==> src/rtl/pe2_core_if.sv <==
// Shared coefficient types and modular helpers for the ML-KEM polynomial unit,
// plus the sample-in / result-out interface of the pe2_core butterfly.
package poly_arith_pkg;

   localparam int unsigned WIDTH = 12;
   localparam int unsigned Q     = 3329;

   typedef logic [WIDTH-1:0] coeff_t;

   typedef enum logic [2:0] {
      PE_NTT    = 3'd0,
      PE_INTT   = 3'd1,
      PE_CWM    = 3'd2,
      PE_ADDSUB = 3'd3,
      PE_COMP   = 3'd4,
      PE_DECOMP = 3'd5
   } pe_mode_e;

   localparam logic [12:0] Q13       = 13'(Q);
   localparam logic [36:0] BARRETT_M = 37'd5039;  // floor(2^24 / Q)

   function automatic coeff_t mod_add(input coeff_t a, input coeff_t b);
      logic [12:0] s;
      s = {1'b0, a} + {1'b0, b};
      return (s >= Q13) ? coeff_t'(s - Q13) : coeff_t'(s);
   endfunction

   function automatic coeff_t mod_sub(input coeff_t a, input coeff_t b);
      logic [12:0] d;
      d = {1'b0, a} - {1'b0, b};
      return (a < b) ? coeff_t'(d + Q13) : coeff_t'(d);
   endfunction

   // The quotient estimate is at most one short, so the remainder is below 2Q
   // and fits in 13 bits; one conditional subtract makes it canonical.
   function automatic coeff_t barrett_reduce(input logic [23:0] x);
      logic [36:0] t;
      logic [12:0] qh;
      logic [12:0] r;
      t  = {13'b0, x} * BARRETT_M;
      qh = 13'(t >> 24);
      r  = x[12:0] - 13'(qh * Q13);
      return (r >= Q13) ? coeff_t'(r - Q13) : coeff_t'(r);
   endfunction

endpackage

interface pe2_core_if;
   import poly_arith_pkg::*;

   coeff_t   a2_i;
   coeff_t   b2_i;
   coeff_t   w1_i;
   coeff_t   w2_i;
   pe_mode_e ctrl_i;
   logic     valid_i;
   coeff_t   u2_o;
   coeff_t   v2_o;
   coeff_t   m_o;
   logic     valid_o;
   logic     valid_m_o;

   modport master (
      output a2_i, b2_i, w1_i, w2_i, ctrl_i, valid_i,
      input  u2_o, v2_o, m_o, valid_o, valid_m_o
   );

   modport slave (
      input  a2_i, b2_i, w1_i, w2_i, ctrl_i, valid_i,
      output u2_o, v2_o, m_o, valid_o, valid_m_o
   );

endinterface

==> src/rtl/pe2_core.sv <==
// Mixed-radix modular butterfly (q = 3329): pre-add/sub, two Barrett multipliers,
// post-add/sub. Fixed 4-cycle U/V latency, Karatsuba cross term M one cycle later.
module pe2_core
   import poly_arith_pkg::*;
(
   input  logic      clk,
   input  logic      rst,
   pe2_core_if.slave pe
);

   localparam coeff_t ONE = coeff_t'(1);

   // Stage 1: pre-add/sub result and selected multiplier operands
   logic        valid1_q, valid1_d;
   pe_mode_e    mode1_q, mode1_d;
   coeff_t      x1_q, x1_d, y1_q, y1_d;
   coeff_t      x2_q, x2_d, y2_q, y2_d;
   // Stage 2: exact 24-bit products
   logic        valid2_q, valid2_d;
   pe_mode_e    mode2_q, mode2_d;
   logic [23:0] prod1_q, prod1_d, prod2_q, prod2_d;
   // Stage 3: canonical products
   logic        valid3_q, valid3_d;
   pe_mode_e    mode3_q, mode3_d;
   coeff_t      r1_q, r1_d, r2_q, r2_d;
   // Stage 4: U/V outputs; stage 5: cross term
   logic        valid_o_q, valid_o_d;
   logic        cwm4_q, cwm4_d;
   coeff_t      u_q, u_d, v_q, v_d;
   logic        valid_m_q, valid_m_d;
   coeff_t      m_q, m_d;

   coeff_t      pre_sum;
   coeff_t      pre_dif;

   always_comb begin
      // NOTE: every value driven here gets a default first, so no path can infer a latch.
      pre_sum  = mod_add(pe.a2_i, pe.b2_i);
      pre_dif  = mod_sub(pe.a2_i, pe.b2_i);
      valid1_d = pe.valid_i;
      mode1_d  = pe.ctrl_i;
      x1_d     = '0;
      y1_d     = '0;
      x2_d     = '0;
      y2_d     = '0;
      unique case (pe.ctrl_i)
         PE_NTT, PE_CWM, PE_COMP, PE_DECOMP: begin
            x1_d = pe.a2_i;
            y1_d = pe.w1_i;
            x2_d = pe.b2_i;
            y2_d = pe.w2_i;
         end
         PE_INTT: begin
            x1_d = pre_sum;
            y1_d = pe.w1_i;
            x2_d = pre_dif;
            y2_d = pe.w2_i;
         end
         // Multiplying by one carries ADDSUB through the same pipeline depth.
         PE_ADDSUB: begin
            x1_d = pre_sum;
            y1_d = ONE;
            x2_d = pre_dif;
            y2_d = ONE;
         end
         default: ;
      endcase

      valid2_d = valid1_q;
      mode2_d  = mode1_q;
      prod1_d  = 24'(x1_q) * 24'(y1_q);
      prod2_d  = 24'(x2_q) * 24'(y2_q);

      valid3_d = valid2_q;
      mode3_d  = mode2_q;
      r1_d     = barrett_reduce(prod1_q);
      r2_d     = barrett_reduce(prod2_q);

      valid_o_d = valid3_q;
      cwm4_d    = valid3_q && (mode3_q == PE_CWM);
      u_d       = '0;
      v_d       = '0;
      unique case (mode3_q)
         PE_NTT: begin
            u_d = mod_add(r1_q, r2_q);
            v_d = mod_sub(r1_q, r2_q);
         end
         PE_INTT, PE_CWM, PE_ADDSUB, PE_COMP, PE_DECOMP: begin
            u_d = r1_q;
            v_d = r2_q;
         end
         default: ;
      endcase

      valid_m_d = cwm4_q;
      m_d       = mod_add(u_q, v_q);
   end

   // NOTE: datapath registers are reset as well, so every output reads 0 during reset.
   always_ff @(posedge clk or negedge rst) begin
      if (!rst) begin
         valid1_q  <= 1'b0;
         mode1_q   <= PE_NTT;
         x1_q      <= '0;
         y1_q      <= '0;
         x2_q      <= '0;
         y2_q      <= '0;
         valid2_q  <= 1'b0;
         mode2_q   <= PE_NTT;
         prod1_q   <= '0;
         prod2_q   <= '0;
         valid3_q  <= 1'b0;
         mode3_q   <= PE_NTT;
         r1_q      <= '0;
         r2_q      <= '0;
         valid_o_q <= 1'b0;
         cwm4_q    <= 1'b0;
         u_q       <= '0;
         v_q       <= '0;
         valid_m_q <= 1'b0;
         m_q       <= '0;
      end else begin
         // NOTE: non-blocking assignments so every stage samples the previous stage's old value.
         valid1_q  <= valid1_d;
         mode1_q   <= mode1_d;
         x1_q      <= x1_d;
         y1_q      <= y1_d;
         x2_q      <= x2_d;
         y2_q      <= y2_d;
         valid2_q  <= valid2_d;
         mode2_q   <= mode2_d;
         prod1_q   <= prod1_d;
         prod2_q   <= prod2_d;
         valid3_q  <= valid3_d;
         mode3_q   <= mode3_d;
         r1_q      <= r1_d;
         r2_q      <= r2_d;
         valid_o_q <= valid_o_d;
         cwm4_q    <= cwm4_d;
         u_q       <= u_d;
         v_q       <= v_d;
         valid_m_q <= valid_m_d;
         m_q       <= m_d;
      end
   end

   assign pe.u2_o      = u_q;
   assign pe.v2_o      = v_q;
   assign pe.m_o       = m_q;
   assign pe.valid_o   = valid_o_q;
   assign pe.valid_m_o = valid_m_q;

endmodule

==> src/flat_wrapper.sv <==
// flat-port wrapper written by rule: the top's interface ports become plain ports
module pe2_core_flat import poly_arith_pkg::*;
  (clk, rst, pe_a2_i, pe_b2_i, pe_w1_i, pe_w2_i, pe_ctrl_i, pe_valid_i, pe_u2_o, pe_v2_o, pe_m_o, pe_valid_o, pe_valid_m_o);
  pe2_core_if pe_i ();
  input  logic clk;
  input  logic rst;
  input wire logic [$bits(pe_i.a2_i)-1:0] pe_a2_i;
  input wire logic [$bits(pe_i.b2_i)-1:0] pe_b2_i;
  input wire logic [$bits(pe_i.w1_i)-1:0] pe_w1_i;
  input wire logic [$bits(pe_i.w2_i)-1:0] pe_w2_i;
  input wire logic [$bits(pe_i.ctrl_i)-1:0] pe_ctrl_i;
  input wire logic [$bits(pe_i.valid_i)-1:0] pe_valid_i;
  output wire logic [$bits(pe_i.u2_o)-1:0] pe_u2_o;
  output wire logic [$bits(pe_i.v2_o)-1:0] pe_v2_o;
  output wire logic [$bits(pe_i.m_o)-1:0] pe_m_o;
  output wire logic [$bits(pe_i.valid_o)-1:0] pe_valid_o;
  output wire logic [$bits(pe_i.valid_m_o)-1:0] pe_valid_m_o;
  assign pe_i.a2_i = pe_a2_i;
  assign pe_i.b2_i = pe_b2_i;
  assign pe_i.w1_i = pe_w1_i;
  assign pe_i.w2_i = pe_w2_i;
  assign pe_i.ctrl_i = pe_ctrl_i;
  assign pe_i.valid_i = pe_valid_i;
  assign pe_u2_o = pe_i.u2_o;
  assign pe_v2_o = pe_i.v2_o;
  assign pe_m_o = pe_i.m_o;
  assign pe_valid_o = pe_i.valid_o;
  assign pe_valid_m_o = pe_i.valid_m_o;
  pe2_core u_core (.clk(clk), .rst(rst), .pe(pe_i));
endmodule
==> config.mk <==
export PLATFORM = sky130hd
export DESIGN_NAME = pe2_core_flat
export DESIGN_NICKNAME = d
export VERILOG_FILES = /design/src/rtl/pe2_core_if.sv /design/src/rtl/pe2_core.sv /design/src/flat_wrapper.sv
export SDC_FILE = /design/constraint.sdc
export NUM_CORES = 2
export LEC_CHECK = 0
export BUFFER_PORTS_ARGS = -buffer_cell sky130_fd_sc_hd__buf_4
export CORE_ASPECT_RATIO = 1.75
export CORE_MARGIN = 2
export CORE_UTILIZATION = 29
export DETAILED_ROUTE_END_ITERATION = 10
export GPL_ROUTABILITY_DRIVEN = 0
export GPL_TIMING_DRIVEN = 0
export PLACE_DENSITY = 0.5
export SYNTH_ARGS = -nofsm -noshare
export SYNTH_HDL_FRONTEND = slang
export SYNTH_SLANG_ARGS = --single-unit
export TNS_END_PERCENT = 1
==> constraint.sdc <==
create_clock -name clk -period 13.8 [get_ports clk]
set_input_delay 2.76 -clock clk [delete_from_list [all_inputs] [get_ports clk]]
set_output_delay 2.76 -clock clk [all_outputs]
set_load 0.01 [all_outputs]
Word-level counts from Yosys, hierarchy flattened
Index checks and enable logic that the tools add are counted.
{"block": "classes", "multipliers": 6, "n_lt_le_gt_ge": 7, "n_reduce_logical": 7, "n_mux": 13, "addsub": 14, "n_eq_ne": 10}
{"operator": "$pmux 12 s2", "n": 6}
{"operator": "$mux 12", "n": 7}
{"operator": "$mul 24x13->37 const B", "n": 2}
{"operator": "$ge 13x12->1 const B", "n": 5}
{"operator": "$sub 12x12->12 const B", "n": 5}
{"operator": "$mul 12x12->24", "n": 2}
{"operator": "$add 12x12->13", "n": 3}
{"operator": "$mul 13x12->13 const B", "n": 2}
{"operator": "$sub 13x13->13", "n": 2}
{"operator": "$add 12x12->12 const B", "n": 2}
{"operator": "$lt 12x12->1", "n": 2}
{"operator": "$sub 12x12->12", "n": 2}
{"operator": "$eq 3x2->1 const B", "n": 4}
{"operator": "$eq 3x3->1 const B", "n": 4}
{"operator": "$reduce_or 5->1", "n": 2}
{"operator": "$eq 3x1->1 const B", "n": 2}
{"operator": "$logic_not 3->1", "n": 2}
{"operator": "$reduce_or 4->1", "n": 1}
{"operator": "$reduce_or 2->1", "n": 1}
{"operator": "$logic_and 1x1->1", "n": 1}
{"block": "word_totals", "wordCells": 77, "ff_bits": 171}

Longest topological paths before layout
{"block": "logic_depth", "ltp_word": 5, "ltp_mapped": 39, "depth_no_buf": 38}

Least setup slack after synthesis
OpenSTA, ideal clock, no wires.
{"block": "synth_path", "path_kind": "reg-to-reg", "from": "reg u_core.prod2_q[7]", "to": "reg u_core.r2_q[6]", "required_ns": 13.662, "path_slack_ns": 3.932, "arrival_ns": 9.730, "path_stages_with_launch": 39, "setup_time_ns": 0.138, "period_less_slack_ns": 9.868, "path_cell_list": "dfrtp_1 > fa_1 > fa_1 > fa_1 > fa_1 > inv_1 > fa_1 > inv_1 > ha_1 > a21o_1 > a211oi_1 > o211a_1 > o21ai_0 > a21o_1 > a21o_1 > a211o_1 > a31o_2 > xnor2_1 > [... 3 more ...] > a21oi_1 > fa_1 > ha_1 > inv_1 > fa_1 > ha_1 > clkbuf_1 > o211ai_1 > a21boi_0 > or3_1 > a2111o_1 > o41a_1 > o21ai_0 > o211ai_1 > mux2i_1 > buf_2 > nor4_1 > xor2_1"}
{"block": "synth_via", "elab_chain_len": 5, "elab_cells_between_ends": 6, "cone_classes": "add/sub (2); mul (2); order compare (1); mux (1)"}
{"element": "start, declared", "line": "pe2_core.sv:21", "source": "logic [23:0] prod1_q, prod1_d, prod2_q, prod2_d;"}
{"element": "start signal, assigned", "line": "pe2_core.sv:133", "source": "prod2_q <= prod2_d;"}
{"element": "$mul 24x13->37", "line": "pe2_core_if.sv:40", "source": "t = {13'b0, x} * BARRETT_M;"}
{"element": "$mul 13x12->13", "line": "pe2_core_if.sv:42", "source": "r = x[12:0] - 13'(qh * Q13);"}
{"element": "$sub 13x13->13 *", "line": "pe2_core_if.sv:42"}
{"element": "$sub 12x12->12 / $ge 13x12->1 (equally long branches)", "line": "pe2_core_if.sv:43", "source": "return (r >= Q13) ? coeff_t'(r - Q13) : coeff_t'(r);"}
{"element": "$mux 12 *", "line": "pe2_core_if.sv:43"}
{"element": "via u_core.r2_d[6]", "line": "pe2_core.sv:25", "source": "coeff_t r1_q, r1_d, r2_q, r2_d;"}
{"element": "end signal, assigned", "line": "pe2_core.sv:137", "source": "r2_q <= r2_d;"}
{"element": "end, declared", "line": "pe2_core.sv:25"}
The timed path passes the listed nets; every way through them passes the cells marked *.

Final worst setup path
{"block": "layout_path", "from": "reg u_core.prod2_q[9]", "to": "reg u_core.r2_q[7]"}
The elaborated chain is that of the path after synthesis.

==> results.tsv <==
metric	value	unit
outcome	finished clean	
TNS Setup	0	ns
Synth area leader	fa_1	
fin crit period	11.88	ns
clock sinks	171	
most frequent CP cell	fa_1	
Final Hold Vio Count	0	
vias per cell	4.612	
Mean Syn Cell Area	9.435	sq um
CTS root buf	clkbuf_16	
ANT nets after route	0	
IO buf count	91	
clock slew at reported path FFs	0.07	ns
Site Rows	160	
Netlist cell types	77	
maxcap violations	0	
share of the synthesized area in the top cell type	0.2966	
Max Clk Rate	84.18	MHz
Initial DRC Count	779	
Slew @ Worst Pin	1.204	ns
crit path launch type	flip-flop	
syn nets	4384	
Crit-path slowest cell	dfrtp_1	
dominant cells by area after synthesis	fa_1 (30%), ha_1 (20%), dfrtp_1 (14%)	
clk_skew	0.01868	ns
sequential cell area	4279	sq um
Clock Latency Late Sink	0.51	ns
I/O Pins	92	
data required time of the worst path	14.19	ns
Largest stage delay, worst path	0.69	ns
crit-path max FO	10	
largest net degree at the start of global routing	116	
CTS tree	yes	
sequential area share after synthesis	0.1352	
RSZ-0062 raised after global routing	no	
Detailed Route WL	78.82	mm
total grt overflow	0	
Post-CTS Resized	0	
vias	22770	
Setup crit end kind	flip-flop	
initial antenna violation count	1	
Chip Height	441.1	um
total die area	111900	sq um
DRT Pass-1 Iters	5	
Top FF cell, synth	dfrtp_1	
Mapped Cells	3355	
Post-synth EDFFs	0	
GR Util All Layers	0.1490	
WL/cell	15.96	um
Arrival @ worst endpoint	12.27	ns
clk buf depth	2	
core area	108500	sq um
first-pass GRT wire length	130.3	mm
multi-input logic area	24550	sq um
CTS H-tree lvls	4	
cts bufs inserted	17	
# Post-CTS Setup Buffers	0	
fillers	11480	
vias in the first global route	25280	
initial core utilization	0.2917	
final slew viol count	0	
# DRC	0	
die width	253.7	um
Final Cycle Share	0.8608	
area grow syn2layout	10.04	%
Yosys reg bits	171	
Post-DP HPWL	68.76	mm
proportion of layout cells with a drive suffix above 1	0.04369	
ys async rst share	1.000	
Crit Path Category	flip-flop to flip-flop	
nets	4495	
synth warn	0	
hold_buf cts	0	
Rel. slew slack	0.1890	
min-delay worst type	flip-flop to flip-flop	
Setup violations, final	0	
Post-Syn Area	31650	sq um
## synthesized netlist by cell type (all sizes together), types with 8 or more instances
library cell	instances
inv	670
ha	506
fa	469
nand2	296
dfrtp	171
and2	140
nor2	121
xnor2	121
a21oi	101
o21ai	96
clkbuf	73
xor2	55
nand3	54
nor3	51
a21o	39
a211oi	26
nand2b	21
nand4	18
o211ai	18
o21a	18
or3	18
nor2b	17
and3	15
o31ai	15
a31oi	13
o21bai	13
or2	12
nor3b	11
nor4	11
a21boi	9
or4	9
o211a	8
## worst max-delay path, delay by kind of cell (launching register included)
kind / cells / cell delay, ns
AO/OA/AOI/OAI: 15 / 3.96
XOR/XNOR: 3 / 1.09
adder cells (fa/ha/maj): 11 / 4.41
buffers and inverters: 6 / 1.01
flip-flops: 1 / 0.69
multiplexers: 1 / 0.30
AND/OR/NAND/NOR: 2 / 0.27
## layout make-up
cell class                 instances  share of cell area
buffer                            80            0.008800
tap                             1458             0.05237
inverter                         670             0.07220
antenna                            1          0.00007184
clock inverter                    15            0.005999
multi-input combinational       2434              0.7049
timing repair buffer              92             0.02062
sequential                       171              0.1228
clock buffer                      17             0.01221
## flip-flops by register name, indices dropped and copies added (netlist names)
register and flops:
u_core.prod1_q 24, u_core.prod2_q 24, u_core.pe.m_o 12, u_core.pe.u2_o 12, u_core.pe.v2_o 12, u_core.r1_q 12, u_core.r2_q 12, u_core.x1_q 12
u_core.x2_q 12, u_core.y1_q 12, u_core.y2_q 12, u_core.mode1_q 3, u_core.mode2_q 3, u_core.mode3_q 3, u_core.cwm4_q 1, u_core.pe.valid_m_o 1
u_core.pe.valid_o 1, u_core.valid1_q 1, u_core.valid2_q 1, u_core.valid3_q 1
## metrics by stage
stage          instance area (sq um)  setup WS, ns    util  hold WS, ns  std cells
2_1_floorplan                  31650         3.932       -       0.3312       3355
3_3_place_gp                   34160         1.687  0.3148       0.3358       4904
3_5_place_dp                   34200         1.637  0.3152       0.3371       4905
4_1_cts                        34830         1.617  0.3210       0.3534       4937
5_1_grt                        34830         1.106  0.3210       0.3552       4938
6_report                       34830         1.921  0.3210       0.3508       4938
## cells in the final DEF, fill, tap and decap left out, drive strengths merged, types with 90 or more instances in the layout
cell / instances
ha: 506
buf: 99
and2: 140
nor2: 121
clkbuf: 90
xnor2: 121
nand2: 296
inv: 676
fa: 469
dfrtp: 171
o21ai: 96
a21oi: 101
## worst paths after layout
| kind | end | slack [ns] | cells after the start | startpoint |
|---|---|---|---|---|
| setup / recovery | u_core.r2_q[7] | 1.92 | 38 | u_core.prod2_q[9] |
| hold / removal | u_core.mode3_q[2] | 0.35 | 0 | u_core.mode2_q[2] |
| setup reg to reg | u_core.r2_q[7] | 1.92 | 38 | u_core.prod2_q[9] |
| hold reg to reg | u_core.mode3_q[2] | 0.35 | 0 | u_core.mode2_q[2] |
| max in group asynchronous | u_core.pe.v2_o[10] | 10.67 | 2 | rst |
| min in group asynchronous | u_core.y2_q[11] | 2.16 | 1 | rst |
## per-layer routing
metal	GRT usage	up-vias	wire [um]
met5	0	-	0
met4	0.06252	0	2873
met3	0.01167	107	1403
met2	0.3065	326	45670
met1	0.1495	11280	28870
li1	-	11060	-
## cells by family (layout without fill, tap and decap cells)
group                    Yosys count  after routing  share of synthesized area
multiplexers                       9              9                   0.003044
adder cells (fa/ha/maj)          975            975                     0.4966
XOR/XNOR                         180            180                    0.05154
AND/OR/NAND/NOR                  814            814                     0.1261
flip-flops                       171            171                     0.1352
AO/OA/AOI/OAI                    456            456                    0.09842
buffers and inverters            750            874                    0.08913
other                              0              1                          0
Power is not shown: default switching activity piles up to over one toggle a cycle in this logic, so the estimate is an artifact.
